### config.mk
export PLATFORM = sky130hd
export DESIGN_NAME = dvsd_pd
export DESIGN_NICKNAME = d
export VERILOG_FILES = /design/src/rtl/dvsd_pd_pkg.sv /design/src/rtl/dvsd_dec3to8.sv /design/src/rtl/dvsd_pd.sv
export SDC_FILE = /design/constraint.sdc
export NUM_CORES = 1
export LEC_CHECK = 0
export ABC_AREA = 1
export BUFFER_PORTS_ARGS = -buffer_cell sky130_fd_sc_hd__buf_4
export CAP_MARGIN = 20
export CELL_PAD_IN_SITES_DETAIL_PLACEMENT = 0
export CELL_PAD_IN_SITES_GLOBAL_PLACEMENT = 1
export CORE_MARGIN = 4
export CORE_UTILIZATION = 35
export DETAILED_ROUTE_END_ITERATION = 12
export PLACE_DENSITY = 0.79
export SYNTH_ARGS = -nofsm -noshare
export SYNTH_HDL_FRONTEND = slang
export SYNTH_SLANG_ARGS = --single-unit
export TNS_END_PERCENT = 1
### constraint.sdc
create_clock -name clk -period 2.6 [get_ports clk]
set_clock_uncertainty 0.2 [all_clocks]
set_input_delay 0.26 -clock clk [delete_from_list [all_inputs] [get_ports clk]]
set_output_delay 0.26 -clock clk [all_outputs]
set_load 0.05 [all_outputs]
### src/rtl/dvsd_pd_pkg.sv
// dvsd_pd_pkg: shared types and sizes for the dvsd_pd priority decoder.
//   state_t : decoder FSM states (IDLE, GRANT, RELEASE)
//   NLINES  : number of grant lines
//   CODE_W  : width of the encoded request index
//   CNT_W   : width of the grant-hold counter
package dvsd_pd_pkg;

    localparam int unsigned NLINES = 8;
    localparam int unsigned CODE_W = 3;
    localparam int unsigned CNT_W  = 4;

    typedef enum logic [1:0] {
        IDLE,
        GRANT,
        RELEASE
    } state_t;

endpackage

### src/rtl/dvsd_dec3to8.sv
// dvsd_dec3to8: purely combinational 3-to-8 one-hot decoder.
//   code   in  [CODE_W-1:0]  index to decode (every value is legal)
//   onehot out [NLINES-1:0]  one-hot vector with bit 'code' set
module dvsd_dec3to8
    import dvsd_pd_pkg::*;
(
    input  logic [CODE_W-1:0] code,
    output logic [NLINES-1:0] onehot
);

    always_comb begin
        onehot       = '0;
        onehot[code] = 1'b1;
    end

endmodule

### src/rtl/dvsd_pd.sv
// dvsd_pd: sequential 3-to-8 priority decoder, receive end of dvsd_pe.
// Accepts (code, gs) under valid/ready and holds a registered one-hot grant
// until the granted line acks, the hold timer expires, or en drops.
//   HOLD_MAX     param  grant hold length minus one (0..15)
//   clk          in     rising-edge clock
//   rst_n        in     asynchronous active-low reset
//   en           in     block enable
//   in_valid     in     code/gs valid
//   in_ready     out    transfer can be accepted (IDLE and en)
//   code         in     [2:0] encoded requester index
//   gs           in     1 = a request is present
//   ack          in     [7:0] per-line release, only ack[cur] honoured
//   grant        out    [7:0] registered one-hot grant
//   grant_valid  out    grant is non-zero
//   eno          out    one-cycle pulse for an enabled transfer with gs=0
//   timeout      out    one-cycle pulse when a grant expires
module dvsd_pd
    import dvsd_pd_pkg::*;
#(
    parameter logic [CNT_W-1:0] HOLD_MAX = 4'd15
) (
    input  logic              clk,
    input  logic              rst_n,
    input  logic              en,
    input  logic              in_valid,
    output logic              in_ready,
    input  logic [CODE_W-1:0] code,
    input  logic              gs,
    input  logic [NLINES-1:0] ack,
    output logic [NLINES-1:0] grant,
    output logic              grant_valid,
    output logic              eno,
    output logic              timeout
);

    state_t             state;
    logic [CNT_W-1:0]   cnt;
    logic [CODE_W-1:0]  cur;
    logic [NLINES-1:0]  dec_onehot;
    logic               armed;
    logic               xfer;

    dvsd_dec3to8 u_dec (
        .code   (code),
        .onehot (dec_onehot)
    );

    // armed keeps in_ready low during reset and until the first edge after
    // release, even though IDLE is the reset state.
    always_comb begin
        in_ready = en & armed & (state == IDLE);
        xfer     = in_valid & in_ready;
    end

    always_ff @(posedge clk or negedge rst_n) begin
        if (!rst_n) begin
            state       <= IDLE;
            cnt         <= '0;
            cur         <= '0;
            armed       <= 1'b0;
            grant       <= '0;
            grant_valid <= 1'b0;
            eno         <= 1'b0;
            timeout     <= 1'b0;
        end else begin
            armed   <= 1'b1;
            eno     <= 1'b0;
            timeout <= 1'b0;
            case (state)
                IDLE: begin
                    if (xfer) begin
                        if (gs) begin
                            grant       <= dec_onehot;
                            grant_valid <= 1'b1;
                            cur         <= code;
                            cnt         <= HOLD_MAX;
                            state       <= GRANT;
                        end else begin
                            eno <= 1'b1;
                        end
                    end
                end
                GRANT: begin
                    // Priority: enable abort, then ack, then expiry.
                    if (!en) begin
                        grant       <= '0;
                        grant_valid <= 1'b0;
                        state       <= IDLE;
                    end else if (ack[cur]) begin
                        grant       <= '0;
                        grant_valid <= 1'b0;
                        state       <= RELEASE;
                    end else if (cnt == '0) begin
                        grant       <= '0;
                        grant_valid <= 1'b0;
                        timeout     <= 1'b1;
                        state       <= RELEASE;
                    end else begin
                        cnt <= cnt - 1'b1;
                    end
                end
                RELEASE: begin
                    state <= IDLE;
                end
                default: begin
                    state <= IDLE;
                end
            endcase
        end
    end

endmodule

Word-level counts from Yosys, hierarchy flattened

Index checks and enable logic that the tools add are counted.

Mux-type cells: 35
Shifts and indexed selects: 0
Bitwise gates (word level): 3
Multipliers: 0
Magnitude comparators: 3
Reductions and logical operators: 8
Add/subtract/negate cells: 1
Equal/unequal tests: 7
Divide/modulo/power cells: 0

Operators by type and width:

| cell                | count |
|---|---|
| $mux 8              | 5 |
| $mux 4              | 5 |
| $pmux 8 s2          | 1 |
| $mux 1              | 14 |
| $mux 2              | 5 |
| $ne 2x2->1 const B  | 5 |
| $lt 3x4->1 const B  | 2 |
| $pmux 4 s2          | 1 |
| $reduce_and 3->1    | 2 |
| $reduce_and 6->1    | 1 |
| $logic_not 4->1     | 1 |
| $ne 4x4->1 const B  | 1 |
| $pmux 2 s2          | 1 |
| $reduce_and 4->1    | 1 |
| $sub 4x1->4 const B | 1 |
| $and 1x1->1         | 3 |
| $bmux 1 s3          | 1 |
| $demux 1 s3         | 1 |
| $ge 3x1->1 const B  | 1 |
| $eq 2x1->1 const B  | 1 |
| $logic_not 2->1     | 1 |
| $pmux 1 s2          | 1 |
| $reduce_bool 2->1   | 1 |
| $logic_and 1x1->1   | 1 |

Word-level logic and storage cells: 65
Memory bits (read-only): 0
Memories kept: 0
Output and inout bits: 12
Latch bits: 0
Memory bits (writable): 0
Bits of input ports: 16
Bits in registers: 21

Logic depth before layout (Yosys ltp)

Gate-level depths: netlist of run 1.

Word-level depth: 7
Mapped depth: 9
Depth with buffers taken out: 9

By module

From an unflattened synthesis of run 1, not the netlist that was laid out.

Cells, all modules: 142
Area total of the unflattened synthesis: 1096.1 µm²

Modules (own cells, without submodules):

| module       | area an instance (µm²) | cells an instance | instances | seq. area each (µm²) |
|---|---|---|---|---|
| dvsd_pd      | 1039.7                 | 127               | 1         | 525.5 |
| dvsd_dec3to8 | 56.3                   | 15                | 1         | 0.0 |

Least setup slack after synthesis of run 1

Ideal clock, no wire load.

Path type: register to register
Start: register state[1]
End: register grant[0]
Data arrival time: 1.474 ns
Path slack: 0.807 ns
Stages on the path, launching flop included: 7
Clock period less this slack: 1.793 ns
Buffers on the path: 0
Library setup time: 0.119 ns
Required time: 2.281 ns
Path through: dfrtp_1 > nor3_4 > nand3_4 > nand2_4 > nand2_4 > nand2_1 > nand2_1

Cells in the longest elaborated chain, start to end: 5
Elaborated cells between the ends (all ways): 10
Those cells by class: eq/ne (4); mux (1); bitwise (2); reduce/logical (3)

Ends and longest elaborated chain:

| item                       | line          | RTL |
|---|---|---|
| from (decl)                | dvsd_pd.sv:36 | `state_t state;` |
| from (signal assigned)     | dvsd_pd.sv:57 | `state <= IDLE;` |
| from (signal assigned)     | dvsd_pd.sv:77 | `state <= GRANT;` |
| from (signal assigned)     | dvsd_pd.sv:88 | `state <= IDLE;` |
| $logic_not 2->1            | dvsd_pd.sv:51 | `in_ready = en & armed & (state == IDLE);` |
| $and 1x1->1                | dvsd_pd.sv:51 |  |
| net in_ready               | dvsd_pd.sv:26 | `output logic in_ready,` |
| $and 1x1->1                | dvsd_pd.sv:52 | `xfer = in_valid & in_ready;` |
| $ne 2x2->1 (no line)       | n/a           |  |
| $reduce_and 4->1 (no line) | n/a           |  |
| to (signal assigned)       | dvsd_pd.sv:73 | `grant <= dec_onehot;` |
| to (decl)                  | dvsd_pd.sv:30 | `output logic [NLINES-1:0] grant,` |

The timed path passes the listed nets, and every way through them passes these cells.
A chain may end at the register's enable or synchronous reset.

Worst setup path after layout of run 1

Start: register cnt[0]
End: register grant[3]

Cells in the longest elaborated chain, start to end: 3

Ends and longest elaborated chain:

| item                       | line          | RTL |
|---|---|---|
| from (decl)                | dvsd_pd.sv:37 | `logic [CNT_W-1:0] cnt;` |
| from (signal assigned)     | dvsd_pd.sv:99 | `cnt <= cnt - 1'b1;` |
| $logic_not 4->1            | dvsd_pd.sv:93 | `end else if (cnt == '0) begin` |
| $ne 4x4->1 (no line)       | n/a           |  |
| $reduce_and 4->1 (no line) | n/a           |  |

No other way between the ends.

==> metrics.cfg, run 1 <==
[routing]
routed_wl_um = 2230
drtAntennaViolNets = 0
drc = 0
wire_per_inst_um = 11.6
first_pass_iters = 5
routed_via_density = 4.73
num_vias = 908
drtIter0Drc = 17

[pwr]
peakVddDrop_mv = 0.483
power.density_mw_per_mm2 = 656
p_total_uw = 886
p_leak_uw = 0.000718

[logic_synthesis]
syn-num-nets = 146
synth-seq-area-share_pct = 48.9
syn-cell-area_mm2 = 0.00107
synth.distinct_cells = 24
yosys_warnings = 0
syn_area_per_cell_um2 = 8.33
synth_top_area_cell = dfrtp_1
yosys-top-cells-area = dfrtp_1 (49%), nand2_1 (16%), nand3_1 (7.9%)
syn_inst = 129
synth_top_area_share_pct = 48.9
ys_seq_elements = 21

[timing]
setup_viol = 0
hold_viol_final = 0
setup_tns_ns = 0
slew_violations = 0
period_minus_slack_ns = 1.72
period_share_pct = 66.1
fmax_mhz = 582
rsz0062_at_grt = false

[floorplan]
die_w_um = 63.4
io_pins = 28
num_rows = 19
start_util_pct = 37.7
coreArea_mm2 = 0.00285
die_h_um = 63.4
fp.dieArea_mm2 = 0.00402

[hold_path]
holdPathEnd = cur[0]
hold_path.class = in2reg
min_from = code[0]
hold_depth = 3

[clocking]
tritoncts = built
clk_pin_slew_worst_paths_ns = 0.11
cts_setup_buffers = 0
root_buffer = clkbuf_4
ctsHtreeMaxLevel = 1
clock_path_buffers = 2
cts_buffers = 3
insertion_delay_ns = 0.30
cts_sinks = 21

[setup_path]
crit-reg2reg-launch = cnt[0]
crit_required_ns = 2.64
crit_fanout = 15
startpoint_type = register
r2r_cells = 9
endpoint_kind = register
crit_arrival_ns = 1.76
critPathKind = reg2reg
r2r_setup_slack_ns = 0.88
r2r-end = grant[3]

[finish]
antenna_cells = 0
multi_input_area_um2 = 493
final_cell_area_mm2 = 0.00135
regArea_um2 = 526
fillers = 296
syn_to_final_growth_pct = 25.6
final_nets = 179
drive_gt1_share_pct = 26.7
final_util_pct = 47.3
stdcell_count = 192

[global_routing]
grt_pass1_vias = 901
grt_usage_pct = 12.2
grt_pass1_wl_um = 4000
grt_overflow_total = 0
grt_max_degree = 22
antenna_found_initial = 0

[run_status]
status = finished clean

[placement]
place.gp.congestion = 0.737
dp.cells = 185
place_hpwl_um = 1730
place_area_mm2 = 0.00129
portBuffers = 27

[flow_run]
cap_viol_max_count = 0

## Yosys cell counts (all sizes together)
master	n
and3	1
nand3b	1
conb	1
nand4	2
nand2	50
nand3	19
nor3	1
or2	1
inv	9
o21ai	4
dfrtp	21
ha	1
nor2	13
a21oi	3
buf	2
## where the power goes
| group | switching, uW | total [uW] | internal [uW] |
|---|---|---|---|
| clock network | 93.6 | 153 | 59.7 |
| registers | 40.2 | 423 | 383 |
| logic | 202 | 309 | 107 |
| total | 336 | 886 | 550 |
## cell usage in the layout, fill, tap and decap left out, types with 2 or more instances in the layout
cell / count
dfrtp_1: 21
nand2_4: 2
nor2_1: 12
a21oi_1: 2
nand2_1: 45
nand2_2: 3
inv_1: 7
dlygate4sd3_1: 3
o21ai_0: 2
inv_2: 2
o21ai_1: 2
nand3_1: 17
buf_4: 27
clkbuf_4: 3
## worst max-delay path, cell delays in order (launching register included)
cell     delay, ns
dfrtp_1       0.38
inv_1         0.06
ha_1          0.21
nand2_1       0.07
nor2_1        0.05
nor2_2        0.12
nand4_4       0.25
nand2_4       0.19
nand2_1       0.06
nand2_1       0.05
## what timing repair did
action,in CTS,in global routing
gates resized for setup,0,0
hold endpoints to repair,22,0
setup endpoints to repair,0,0
hold buffers,3,0
## flip-flops by register name, indices dropped and copies added (netlist names)
name,count
eno,1
timeout,1
cnt,4
cur,3
grant,8
armed,1
grant_valid,1
state,2
## metrics by stage
stage,setup slack (ns),hold slack [ns]
6_report,0.882,0.0202
5_1_grt,0.681,0.00865
4_1_cts,0.862,0.0132
3_5_place_dp,0.889,-0.0388
3_3_place_gp,0.937,-0.0389
2_1_floorplan,0.807,-0.236
## worst max path at each step
stage | end | cells after the start | slack, ns | from
2_1_floorplan | grant[0] | 6 | 0.81 | state[1]
3_3_place_gp | grant_valid | 9 | 0.94 | cnt[0]
3_5_place_dp | grant[5] | 9 | 0.89 | cnt[0]
4_1_cts | grant[3] | 9 | 0.86 | cnt[0]
5_1_grt | grant[7] | 9 | 0.68 | cnt[0]
6_report | grant[3] | 9 | 0.88 | cnt[0]
## final cells by class
| type | instances | area share [%] |
|---|---|---|
| sequential | 21 | 38.9 |
| multi-input combinational | 97 | 36.5 |
| tap | 31 | 2.87 |
| inverter | 9 | 2.50 |
| timing repair buffer | 30 | 17.2 |
| clock buffer | 4 | 1.95 |
## routing by layer
layer	up-vias	wire [um]	global-route usage (%)
met1	407	1070	15.8
met4	0	17	3.23
met5	-	0	0
met2	19	1020	19.6
met3	2	120	3.73
li1	480	-	-
## cells by family after synthesis
family / count (synthesis) / share of synthesized area [%]
adders and majority gates: 1 / 1.16
buffers and inverters: 11 / 5.24
other: 1 / 0.349
DFF: 21 / 48.9
and+or+nand+nor: 88 / 40.7
AOI/OAI and AO/OA: 7 / 3.61
Power figures use the tool's default switching activity.
==> inputs of run 2 (changes only) <==
==> constraint.sdc (replaced) <==
create_clock -name clk -period 1.7 [get_ports clk]
set_clock_uncertainty 0.2 [all_clocks]
set_input_delay 0.17 -clock clk [delete_from_list [all_inputs] [get_ports clk]]
set_output_delay 0.17 -clock clk [all_outputs]
set_load 0.05 [all_outputs]
==> metrics.cfg, run 2 (same netlist as run 1, synthesis figures left out) <==
[run_status]
status = finished clean

[global_routing]
grt_max_degree = 22
grt_pass1_vias = 982
antenna_found_initial = 0
grt_overflow_total = 0
grt_usage_pct = 13.9
grt_pass1_wl_um = 4480

[routing]
num_vias = 1040
first_pass_iters = 4
drtIter0Drc = 51
routed_wl_um = 2740
drc = 0
drtAntennaViolNets = 0
wire_per_inst_um = 13.1
routed_via_density = 4.98

[clocking]
cts_buffers = 3
cts_sinks = 21
clk_pin_slew_worst_paths_ns = 0.12
tritoncts = built
clock_path_buffers = 2
root_buffer = clkbuf_4
ctsHtreeMaxLevel = 1
insertion_delay_ns = 0.30

[setup_path]
crit_required_ns = 1.71
crit_arrival_ns = 1.66
r2r_cells = 10
path_cells = inv_2 > ha_4 > nand2_4 > nor2_4 > nor2_2 > buf_4 > nand4_4 > nand2_4 > nand2_2 > nand2_2
endpoint_kind = register
crit_fanout = 5
startpoint_type = register
critPathMaxStageDelay_ns = 0.41
critPathSlowestCell = dfrtp_1
critPathKind = reg2reg

[timing]
setup_ws_ns = 0.0506
period_minus_slack_ns = 1.65
setup_viol = 0
rsz0062_at_grt = true
hold_viol_final = 0
fmax_mhz = 606
period_share_pct = 97.0
slew_violations = 0

[floorplan]
fp.dieArea_mm2 = 0.00402
coreArea_mm2 = 0.00285
start_util_pct = 37.7
num_rows = 19
die_h_um = 63.4
io_pins = 28
die_w_um = 63.4

[pwr]
pwr-share-clk_pct = 15.1
power.switching_uw = 637
p_comb_share_pct = 43.7
swShare_pct = 39.8
peakVddDrop_mv = 0.622
power.density_mw_per_mm2 = 999
p_int_uw = 965
p_leak_uw = 0.000816
p_seq_share_pct = 41.1

[finish]
largest_register_ff_count = 8
syn_to_final_growth_pct = 49.2
final_nets = 196
final_cell_area_mm2 = 0.00160
layout_common_cells = nand2_1 (37), buf_4 (35), dfrtp_1 (21)
top_register = grant
fillers = 259
antenna_cells = 0
top_regs = grant: 8 flops, cnt: 4 flops, cur: 3 flops
drive_gt1_share_pct = 39.9
layout_commonest_cell = nand2_1

[hold_path]
hold_depth = 4
hold_path.class = in2reg

[placement]
place_hpwl_um = 1730
place.gp.congestion = 0.765
place_area_mm2 = 0.00131
portBuffers = 27
pre_cts_slack_ns = -0.0264

[flow_run]
cap_viol_max_count = 0

-- run 2: cell count changes in the layout (fill, tap and decap cells not counted), sizes merged --
| cell | delta |
|---|---|
| buf | +10 |
| clkbuf | -1 |
| clkinv | +1 |
| dlygate4sd3 | +4 |
| nand2 | +1 |
| nand4 | +2 |
-- run 2: power by group through the flow --
stage	logic (uW)	clock network [uW]	registers, uW
after floorplan	218	0	766
after global placement	473	0	656
after detailed placement	478	0	659
after CTS	524	253	651
after global routing	755	270	674
final	701	243	659
-- run 2: per-layer routing --
metal,vias up,track usage (%),part of all wire [%]
li1,520,-,-
met1,493,17.2,44
met2,23,23.6,52
met3,4,3.20,3.6
met4,0,4.58,1.1
met5,-,0,0
-- run 2: final cells by class --
type	count	area, um2	share of cell area [%]
multi-input cells	100	614	38.3
clock inverters	1	5.00	0.312
clock buffers	3	22.5	1.40
inverters	9	33.8	2.11
repair buffers	44	364	22.7
well taps	31	38.8	2.42
flip-flops and latches	21	526	32.8
-- run 2: repair_timing --
item,CTS,global route
cloned,3,0
gates resized for setup,3,20
pin swaps,3,9
hold buffers,7,0
setup buffers,2,6
setup endpoints to repair,14,15
endpoints found under the hold margin,26,0
-- run 2: worst paths after layout --
path                                  start          end  slack [ns]
worst max-delay path                 cnt[1]     grant[1]        0.05
worst min-delay path               in_valid       cur[0]        0.03
worst max register to register       cnt[1]     grant[1]        0.05
worst min register to register  grant_valid  grant_valid        0.28
max in group asynchronous             rst_n      timeout        1.02
min in group asynchronous             rst_n     grant[6]        0.07
-- run 2: through the flow --
stage	instances	hold slack, ns	utilization (%)	TNS (ns)	total power (uW)
global placement	187	-0.132	45.9	0	1130
detailed placement	187	-0.130	45.9	-0.197	1140
floorplan	129	-0.326	-	-0.756	984
finish	209	0.0253	56.2	0	1600
CTS	203	0.00810	51.4	0	1430
global route	209	0.0123	56.2	-0.190	1700
-- run 2: worst max-delay path, delay by kind of cell, from the launching register on --
kind | cells | cell delay, ns
adders and majority gates | 1 | 0.16
buffers and inverters | 2 | 0.23
DFF | 1 | 0.41
and+or+nand+nor | 7 | 0.56
==> inputs of run 3 (changes only) <==
--- a/config.mk
+++ b/config.mk
@@ -13,7 +13,8 @@
 export CORE_MARGIN = 4
 export CORE_UTILIZATION = 35
 export DETAILED_ROUTE_END_ITERATION = 12
-export PLACE_DENSITY = 0.79
+export PLACE_DENSITY_LB_ADDON = 0.2
+export RECOVER_POWER = 100
 export SYNTH_ARGS = -nofsm -noshare
 export SYNTH_HDL_FRONTEND = slang
 export SYNTH_SLANG_ARGS = --single-unit
==> metrics.cfg, run 3 (same netlist as run 1, synthesis figures left out) <==
[finish]
drive_gt1_share_pct = 32.9
syn_to_final_growth_pct = 36.6
layout_common_cells = nand2_1 (41), dfrtp_1 (21), buf_4 (20)
top_register = grant
top_regs = grant: 8 flops, cnt: 4 flops, cur: 3 flops
layout_commonest_cell = nand2_1
final_nets = 191
largest_register_ff_count = 8
antenna_cells = 0

[placement]
place_hpwl_um = 1690
portBuffers = 27
pre_cts_slack_ns = 0.000760
place.gp.congestion = 0.796

[timing]
slew_violations = 0
setup_ws_ns = 0.0332
period_share_pct = 98.0
rsz0062_at_grt = true
setup_viol = 0
hold_viol_final = 0
tightestPinTransition_ns = 0.591
period_minus_slack_ns = 1.67
fmax_mhz = 600
maxSlewHeadroom_pct = 60.8
holdWs_ns = 0.00791

[routing]
drtIter0Drc = 60
first_pass_iters = 4
wire_per_inst_um = 11.9
routed_via_density = 4.81
routed_wl_um = 2430
drtAntennaViolNets = 0
drc = 0
num_vias = 982

[floorplan]
die_h_um = 63.4
coreArea_mm2 = 0.00285
die_w_um = 63.4
io_pins = 28
start_util_pct = 37.7
num_rows = 19
fp.dieArea_mm2 = 0.00402

[global_routing]
grt_pass1_vias = 939
grt_pass1_wl_um = 4290
grt_overflow_total = 0
grt_usage_pct = 13.4
grt_max_degree = 22
antenna_found_initial = 0

[setup_path]
r2r_cells = 8
endpoint_kind = register
startpoint_type = register
crit_required_ns = 1.72
critPathKind = reg2reg
crit-reg2reg-launch = cur[0]
r2r_setup_slack_ns = 0.03
crit_arrival_ns = 1.69
r2r-end = grant[2]
critPathMostFrequentCell = nand2_2
critPathMaxStageDelay_ns = 0.45
crit_fanout = 5
crit_start = cur[0]
path_cells = inv_2 > nand2_1 > nand3_1 > nand3b_1 > nand4_4 > nand2_4 > nand2_2 > nand2_2
endpoint = grant[2]
critPathSlowestCell = dfrtp_1

[clocking]
root_buffer = clkbuf_4
ctsHtreeMaxLevel = 1
insertion_delay_ns = 0.31
tritoncts = built
cts_sinks = 21
clk_pin_slew_worst_paths_ns = 0.12
cts_buffers = 3
clock_path_buffers = 2

[hold_path]
hold_path.class = in2reg

[pwr]
p_leak_uw = 0.000755
power.density_mw_per_mm2 = 978
peakVddDrop_mv = 0.540

[run_status]
status = finished clean

[flow_run]
cap_viol_max_count = 0

==> run 3: area by class of cell <==
type	count	area, um2
fill	283	1390
multi-input combinational	100	564
sequential	21	526
timing repair buffer	39	278
tap	31	38.8
inverter	9	33.8
clock buffer	3	22.5
clock inverter	1	5.00
==> run 3: worst min-delay path by stage <==
stage	from	endpoint	slack, ns	cells past startpoint
final	in_valid	state[0]	0.008	3
after global placement	rst_n	eno	-0.13	1
after floorplan	rst_n	armed	-0.33	0
after global routing	in_valid	state[0]	0.02	3
after CTS	in_valid	state[0]	0.004	3
after detailed placement	rst_n	eno	-0.13	1
==> run 3: per-stage QoR <==
stage / setup TNS (ns) / util [%] / area [um2] / std cells / power (uW)
floorplan: -0.756 / - / 1070 / 129 / 984
global placement: 0 / 45.9 / 1310 / 187 / 1130
detailed placement: 0 / 45.9 / 1310 / 187 / 1130
CTS: 0 / 51.4 / 1470 / 201 / 1440
global route: -0.643 / 51.4 / 1470 / 204 / 1540
finish: 0 / 51.4 / 1470 / 204 / 1440
==> run 3: power breakdown <==
group          switching, uW  leakage (uW)  total [uW]  internal, uW
clock                    157     0.0000177         245          88.1
sequential              64.3      0.000270         650           586
combinational            349      0.000467         540           191
total                    570      0.000755        1440           865
==> run 3: worst max-delay path: cells and delay by family (launching register included) <==
kind                   cells  cell delay [ns]
and+or+nand+nor            7             0.81
DFF                        1             0.45
buffers and inverters      1             0.11
==> run 3: routing by layer <==
layer | GRT usage, % | part of all wire (%)
met5 | 0 | 0
met1 | 16.7 | 47
met2 | 21.1 | 45
met3 | 4.26 | 6.0
met4 | 5.66 | 1.6
==> run 3: repair_timing <==
| item | CTS | global route |
|---|---|---|
| hold buffers | 7 | 0 |
| cloned | 3 | 0 |
| resized for setup | 7 | 4 |
| setup endpoints to repair | 13 | 15 |
| setup buffers | 0 | 3 |
| pin swaps | 3 | 5 |
| endpoints found under the hold margin | 27 | 0 |
